`config.mk`:
```
export PLATFORM = sky130hd
export DESIGN_NAME = tdm_demux
export DESIGN_NICKNAME = d
export VERILOG_FILES = /design/src/rtl/tdm_pkg.sv /design/src/rtl/tdm_slot_counter.sv /design/src/rtl/tdm_demux.sv
export SDC_FILE = /design/constraint.sdc
export NUM_CORES = 1
export LEC_CHECK = 0
export ABC_AREA = 1
export CORE_ASPECT_RATIO = 1.4
export CORE_MARGIN = 2
export CORE_UTILIZATION = 49
export CTS_CLUSTER_SIZE = 30
export DETAILED_ROUTE_END_ITERATION = 16
export PLACE_DENSITY = 0.87
export RECOVER_POWER = 50
export SLEW_MARGIN = 20
export SYNTH_ARGS = -nofsm -noshare
export SYNTH_HDL_FRONTEND = slang
export SYNTH_HIERARCHICAL = 1
export SYNTH_SLANG_ARGS = --single-unit
```
`constraint.sdc`:
```
create_clock -name clk -period 2.4 [get_ports clk]
set_clock_uncertainty 0.1 [all_clocks]
set_input_delay 0.6 -clock clk [delete_from_list [all_inputs] [get_ports clk]]
set_output_delay 0.6 -clock clk [all_outputs]
set_load 0.005 [all_outputs]
```
`src/rtl/tdm_pkg.sv`:
```
// Shared definitions for the TDM link (tdm_demux receiver, tdm_mux transmitter).
// Holds the default frame geometry, the FSM state encoding and a clog2 helper
// used to size the slot counter.
package tdm_pkg;

  localparam int unsigned CHANNELS_DEF = 4;
  localparam int unsigned WIDTH_DEF    = 8;

  typedef enum logic {
    HUNT   = 1'b0,
    LOCKED = 1'b1
  } tdm_state_e;

  // Bits needed to hold 0..n-1; never returns less than 1.
  function automatic int unsigned tdm_clog2(input int unsigned n);
    int unsigned w;
    w = 0;
    for (int i = 0; i < 31; i++) begin
      if ((64'd1 << i) < 64'(n)) w = unsigned'(i + 1);
    end
    return (w == 0) ? 1 : w;
  endfunction

endpackage

```
`src/rtl/tdm_slot_counter.sv`:
```
// Slot counter for the TDM receiver.
// Ports:
//   clk, reset    clock, async active-high reset (counter -> 0)
//   inc_i         advance one slot, wrapping explicitly from CHANNELS-1 to 0
//   load1_i       force the counter to 1 (slot 0 was just taken)
//   clr_i         force the counter to 0 (highest priority)
//   slot_o        current slot index
//   last_c        combinational flag: slot_o is CHANNELS-1
module tdm_slot_counter
  import tdm_pkg::*;
#(
  parameter int unsigned CHANNELS = CHANNELS_DEF,
  parameter int unsigned SW       = tdm_clog2(CHANNELS_DEF)
) (
  input  logic          clk,
  input  logic          reset,
  input  logic          inc_i,
  input  logic          load1_i,
  input  logic          clr_i,
  output logic [SW-1:0] slot_o,
  output logic          last_c
);

  localparam logic [SW-1:0] LAST_SLOT = SW'(CHANNELS - 1);

  logic [SW-1:0] slot_q;
  logic [SW-1:0] slot_d;

  // Next slot: clear > load-to-1 > increment; wrap is compared, not overflow.
  always_comb begin
    slot_d = slot_q;
    if (clr_i) begin
      slot_d = '0;
    end else if (load1_i) begin
      slot_d = SW'(1);
    end else if (inc_i) begin
      slot_d = (slot_q == LAST_SLOT) ? '0 : slot_q + SW'(1);
    end
  end

  always_ff @(posedge clk or posedge reset) begin
    if (reset) slot_q <= '0;
    else       slot_q <= slot_d;
  end

  assign slot_o = slot_q;
  assign last_c = (slot_q == LAST_SLOT);

endmodule

```
`src/rtl/tdm_demux.sv`:
```
// Time-division demultiplexer: deserializes a slot-rotating word stream,
// framed by a sync strobe on slot 0, into per-channel output registers.
// Ports:
//   clk, reset    clock, async active-high reset
//   valid_in      data_in carries a slot word this cycle
//   sync_in       (with valid_in) the word is slot 0
//   data_in       slot word
//   ch_out        channel k at [k*WIDTH +: WIDTH]
//   frame_valid   one-cycle pulse: ch_out holds a freshly completed frame
//   locked        high while frame alignment is held
//   sync_err      one-cycle pulse on early or missing sync
// Build option TDM_DEMUX_DOUBLE_BUFFER_EN: collect words in shadow registers
// and update ch_out atomically at frame completion. Without it each word goes
// straight to its ch_out slot, so an aborted frame leaves a torn ch_out.
module tdm_demux
  import tdm_pkg::*;
#(
  parameter int unsigned CHANNELS = CHANNELS_DEF,
  parameter int unsigned WIDTH    = WIDTH_DEF
) (
  input  logic                      clk,
  input  logic                      reset,
  input  logic                      valid_in,
  input  logic                      sync_in,
  input  logic [WIDTH-1:0]          data_in,
  output logic [CHANNELS*WIDTH-1:0] ch_out,
  output logic                      frame_valid,
  output logic                      locked,
  output logic                      sync_err
);

  localparam int unsigned SW = tdm_clog2(CHANNELS);
  localparam int unsigned CW = CHANNELS * WIDTH;

  tdm_state_e           state_q;
  logic [CW-1:0]        ch_out_q;
  logic                 frame_valid_q;
  logic                 sync_err_q;

  logic [SW-1:0]        slot;
  logic                 last_c;
  logic                 slot_nz_c;
  logic                 is_locked_c;
  logic                 start_c;
  logic                 data_c;
  logic                 early_c;
  logic                 miss_c;
  logic                 done_c;
  logic                 store_c;
  logic [SW-1:0]        wr_slot_c;

  // Word classification for this cycle.
  always_comb begin
    slot_nz_c   = (slot != '0);
    is_locked_c = (state_q == LOCKED);
    start_c     = valid_in & sync_in;
    data_c      = valid_in & ~sync_in & is_locked_c & slot_nz_c;
    early_c     = valid_in & sync_in & is_locked_c & slot_nz_c;
    miss_c      = valid_in & ~sync_in & is_locked_c & ~slot_nz_c;
    done_c      = data_c & last_c;
    store_c     = start_c | data_c;
    wr_slot_c   = start_c ? '0 : slot;
  end

  tdm_slot_counter #(
    .CHANNELS (CHANNELS),
    .SW       (SW)
  ) u_slot (
    .clk     (clk),
    .reset   (reset),
    .inc_i   (data_c),
    .load1_i (start_c),
    .clr_i   (miss_c),
    .slot_o  (slot),
    .last_c  (last_c)
  );

`ifdef TDM_DEMUX_DOUBLE_BUFFER_EN
  logic [CW-1:0] shadow_q;
  logic [CW-1:0] frame_d;

  // Completed frame = shadows plus the last-slot word arriving now.
  always_comb begin
    frame_d = shadow_q;
    frame_d[32'(slot)*WIDTH +: WIDTH] = data_in;
  end

  always_ff @(posedge clk or posedge reset) begin
    if (reset) begin
      shadow_q <= '0;
    end else if (store_c) begin
      shadow_q[32'(wr_slot_c)*WIDTH +: WIDTH] <= data_in;
    end
  end
`endif

  // FSM with registered outputs.
  always_ff @(posedge clk or posedge reset) begin
    if (reset) begin
      state_q       <= HUNT;
      ch_out_q      <= '0;
      frame_valid_q <= 1'b0;
      sync_err_q    <= 1'b0;
    end else begin
      frame_valid_q <= done_c;
      sync_err_q    <= early_c | miss_c;
      if (miss_c) begin
        state_q <= HUNT;
      end else if (start_c) begin
        state_q <= LOCKED;
      end
`ifdef TDM_DEMUX_DOUBLE_BUFFER_EN
      if (done_c) ch_out_q <= frame_d;
`else
      if (store_c) ch_out_q[32'(wr_slot_c)*WIDTH +: WIDTH] <= data_in;
`endif
    end
  end

  assign ch_out      = ch_out_q;
  assign frame_valid = frame_valid_q;
  assign sync_err    = sync_err_q;
  assign locked      = (state_q == LOCKED);

endmodule

```
Word level (Yosys, flattened, before mapping)
Cells that the tools add are included.
- add/subtract/negate cells: 2
- eq/ne operators: 1
- bitwise operators: 12
- reduce and logical (&&, ||, !) cells: 3
- multiplexer cells: 8
- shifts and indexed selects: 2
- operators with widths (cell ; count):
    5-bit negation with 34-bit output ; 1
    8-bit by 34-bit variable shift with 32-bit output (first input constant) ; 1
    8-bit by 34-bit variable part select with 32-bit output ; 1
    32-bit bitwise mux ; 1
    2-bit two-way mux ; 5
    1-bit AND ; 8
    2-bit nonzero test ; 2
    3-bit nonzero test ; 1
    2-bit by 1-bit adder with 2-bit output (second input constant) ; 1
    2-bit equality test (second input constant) ; 1
    1-bit two-way mux ; 2
    1-bit inverter ; 2
    1-bit bitwise OR ; 2
- logic and storage cells: 33
- register bits after elaboration: 37
- input bits: 12

Logic depth before layout (Yosys ltp)
- word-level depth: 7
- depth in mapped cells: 12
- depth with buffers taken out: 10

Modules after synthesis
Netlist, hierarchy kept.
- modules (own cells, without submodules) (module ; instances ; area each (µm²) ; cells each):
    tdm_demux ; 1 ; 1824.2 ; 210
    tdm_slot_counter ; 1 ; 121.4 ; 16

Worst setup path before layout
Ideal clock, no wire load.
- path type: in2reg
- start: input port valid_in
- end: register ch_out_q[10] (netlist: ch_out[10])
- data arrival time: 1.911 ns
- slack: 0.324 ns
- buffers on the path: 2
- required time: 2.235 ns
- cell stages on the path: 11
- library setup time: 0.065 ns
- cells stage by stage: nand2_4 -> buf_6 -> clkinv_8 -> nor2_1 -> ha_1 -> buf_2 -> inv_1 -> nand2_1 -> nor2_1 -> nand3_1 -> nand2_1
- word-level cells in the longest chain between the ends: 5
- elaborated cells between the ends (all ways): 10
- classes of those cells: 1 x add/sub; 2 x shift; 2 x mux; 5 x bitwise
- ends and longest elaborated chain (what ; RTL line ; RTL):
    start: declaration ; tdm_demux.sv:23 ; input logic valid_in,
    1-bit AND * ; tdm_demux.sv:56 ; start_c = valid_in & sync_in;
    via start_c ; tdm_demux.sv:44 ; logic start_c;
    2-bit two-way mux ; tdm_demux.sv:62 ; wr_slot_c = start_c ? '0 : slot;
    5-bit negation with 34-bit output ; tdm_demux.sv:115 ; if (store_c) ch_out_q[32'(wr_slot_c)*WIDTH +: WIDTH] <= data_in;
    8-bit by 34-bit variable part select with 32-bit output or 8-bit by 34-bit variable shift with 32-bit output (tied branches) ; tdm_demux.sv:115 ;
    32-bit bitwise mux ; tdm_demux.sv:115 ;
    end signal: indexed assignment ; tdm_demux.sv:115 ;
    end: declaration ; tdm_demux.sv:36 ; logic [CW-1:0] ch_out_q;
Mark *: on every way through the listed nets, which the timed path passes. The rest lies on a longest branch.
A chain may end at the register's enable or synchronous reset.

Worst setup path after layout
- start: input port valid_in
- end: register ch_out_q[18] (netlist: ch_out[18])
Same word-level chain as after synthesis.

==> flow_metrics.tcl <==
set metrics [dict create \
    outcome "complete, no violations" \
    dr_wl_met3_um 200 \
    grt_start_max_net_pins 36 \
    synth.top_cells.by_count "68 x nand2_1, 37 x dfrtp_1, 29 x nor2_1" \
    hold_slack_ns 0.370 \
    finalSetupViolCount 0 \
    place_congestion 0.915 \
    syn_nets 242 \
    num_rows 27 \
    die_y_um 78.6 \
    synth_top_flop_cell "dfrtp_1" \
    grt_pass1_vias 1703 \
    hold_viol_final 0 \
    antenna_found_initial 0 \
    finalSetupTns_ns 0 \
    wl_met2_um 2430 \
    ys_types 23 \
    dp_slack_ns -0.205 \
    powerDensity_nw_per_um2 844 \
    timing.final.crit_share_pct 96.1 \
    n_antenna_cell 0 \
    drv_cap 0 \
    first_iter_violations 58 \
    finalNetCount 300 \
    crit_fanout 9 \
    h-tree-depth 2 \
    n_fill_cell 300 \
    dieArea_sq_um 4500 \
    crit_type "input port to flip-flop" \
    peakVddDrop_mv 0.669 \
    synth.most_common_cell "nand2_1" \
    cts_tree "yes" \
    die_x_um 57.3 \
    worst_slew_pin_slew_ns 0.883 \
    cts_buffer_depth 2 \
    syn_inst 226 \
    clock_sinks 37 \
    cts-root-buf "clkbuf_8" \
    yosys_warnings 6 \
    routedWlPerCell_um 13.3 \
    wl_met1_um 1610 \
    syn-mean-instance-area_sq_um 8.61 \
    period_needed_ns 2.31 \
    crit_path_end_kind "flip-flop" \
    io_pins 47 \
    grt-ovfl-total 0 \
    drive_above_1_share_pct 19.6 \
    fin_ws_ns 0.0941 \
    cts_post_setup_buffers_inserted 0 \
    synthTopCellsByArea "dfrtp_1 48%, nand2_1 13%, o21ai_2 7.2%, nor2_1 5.6%, inv_1 5.0%" \
    remaining_drc_errors 0 \
    clkLatencyLatePin_ns 0.29 \
    synthArstFlopShare_pct 100 \
    firstDrtPassIters 4 \
    slew_viol_final 0 \
    numCtsBuffers 5 \
    routed.top_layer "met4" \
    clk_pin_slew_ns 0.07 \
    grt_usage_pct 22.2 \
    synth-edff-count 0 \
    hold_class "flip-flop to flip-flop" \
    synth_top_area_share_pct 47.6 \
    synth_seq_cells 37 \
    p_leak_nw 1.29 \
    critPathArrivalTime_ns 2.44 \
    synth_area_sq_um 1950 \
    grt_setup_unrepaired "true" \
    cp.required_ns 2.54 \
    avgViaCountPerCell 5.06 \
    synth_seq_area_share_pct 47.6 \
    ant_nets 0 \
    slew_headroom_pct 41.1 \
    io_buffer_count 46 \
    areaGrowthSynthToFinish_pct 33.6 \
    clock.fmax_mhz 434 \
    core_sq_um 3880 \
    start_util_pct 50.1 \
    wl_um 4360 \
    post-dp-hpwl_um 3270 \
    critPathLaunchType "input port" \
    grt_pass1_wl_um 7670 \
    power_mw 2.19 \
    synth_top_area_cell "dfrtp_1" \
    vias 1659 \
]
[cells by family after synthesis]
family | count (synthesis) | share of synthesized area, %
compound gates | 18 | 7.85
flops | 37 | 47.6
fa+ha+maj | 4 | 2.57
simple gates | 131 | 32.4
buf+inv | 36 | 9.58
[through the flow]
stage	cells	cell area [sq um]	utilization (%)
floorplan	226	1950	-
global placement	320	2490	64.0
detailed placement	320	2490	64.0
CTS	328	2600	67.0
global route	328	2600	66.9
finish	328	2600	66.9
[layout make-up]
class                      count  area [sq um]  area share, %
multi-input combinational    153           833           32.1
inverter                      29           124           4.76
clock inverter                 3          46.3           1.78
timing repair buffer          58           548           21.1
tap                           43          53.8           2.07
clock buffer                   5          68.8           2.65
sequential                    37           926           35.6
[what timing repair did]
item / in CTS / in global routing
hold buffers: 0 / 0
endpoints found under the setup margin: 0 / 5
gates resized for setup: 0 / 3
[worst paths after layout]
kind / startpoint / endpoint / slack (ns) / cells past startpoint
min in group asynchronous: reset / u_slot/slot_o[1]$_DFFE_PP0P_ / 0.53 / 2
hold reg to reg: ch_out[19]$_DFFE_PP0P_ / ch_out[19]$_DFFE_PP0P_ / 0.37 / 2
max in group asynchronous: reset / ch_out[0]$_DFFE_PP0P_ / 0.70 / 3
hold / removal: ch_out[19]$_DFFE_PP0P_ / ch_out[19]$_DFFE_PP0P_ / 0.37 / 2
setup reg to reg: u_slot/slot_o[1]$_DFFE_PP0P_ / ch_out[18]$_DFFE_PP0P_ / 0.44 / 9
setup / recovery: valid_in / ch_out[18]$_DFFE_PP0P_ / 0.09 / 11
[power breakdown]
group | switching [mW] | total, mW | internal (mW)
Clock | 0.237 | 0.548 | 0.311
Sequential | 0.0847 | 0.808 | 0.723
Combinational | 0.465 | 0.837 | 0.372
Total | 0.787 | 2.19 | 1.41
[registers in the layout (all words and copies together) (netlist names)]
name	count
locked	1
sync_err	1
frame_valid	1
u_slot/slot_o	2
ch_out	32
[layout by cell type (no fill, tap or decap), types with 2 or more instances in the layout]
| cell type | instances |
|---|---|
| nand2_4 | 2 |
| inv_1 | 26 |
| dlygate4sd3_1 | 14 |
| buf_4 | 11 |
| nand3_1 | 17 |
| ha_1 | 4 |
| nor2_2 | 4 |
| nand2_2 | 6 |
| nand2_8 | 2 |
| clkdlybuf4s50_1 | 32 |
| nand2_1 | 68 |
| o21ai_2 | 16 |
| nand3_4 | 3 |
| nor2_1 | 27 |
| dfrtp_1 | 37 |
| clkbuf_8 | 5 |
[per-layer routing]
layer	GRT usage (%)	vias to the layer above
met5	0	-
met4	11.4	0
met3	3.29	13
met2	39.8	48
met1	24.9	784
li1	-	814
[worst max-delay path, cell delays in order]
cell,delay (ns)
clkdlybuf4s50_1,0.47
nand2_4,0.18
clkinv_8,0.05
nor2_1,0.13
inv_1,0.08
ha_1,0.30
nor2_2,0.24
inv_1,0.07
nor2_1,0.14
nand3_1,0.10
nand2_1,0.08
(Power assumes the default switching activity.)
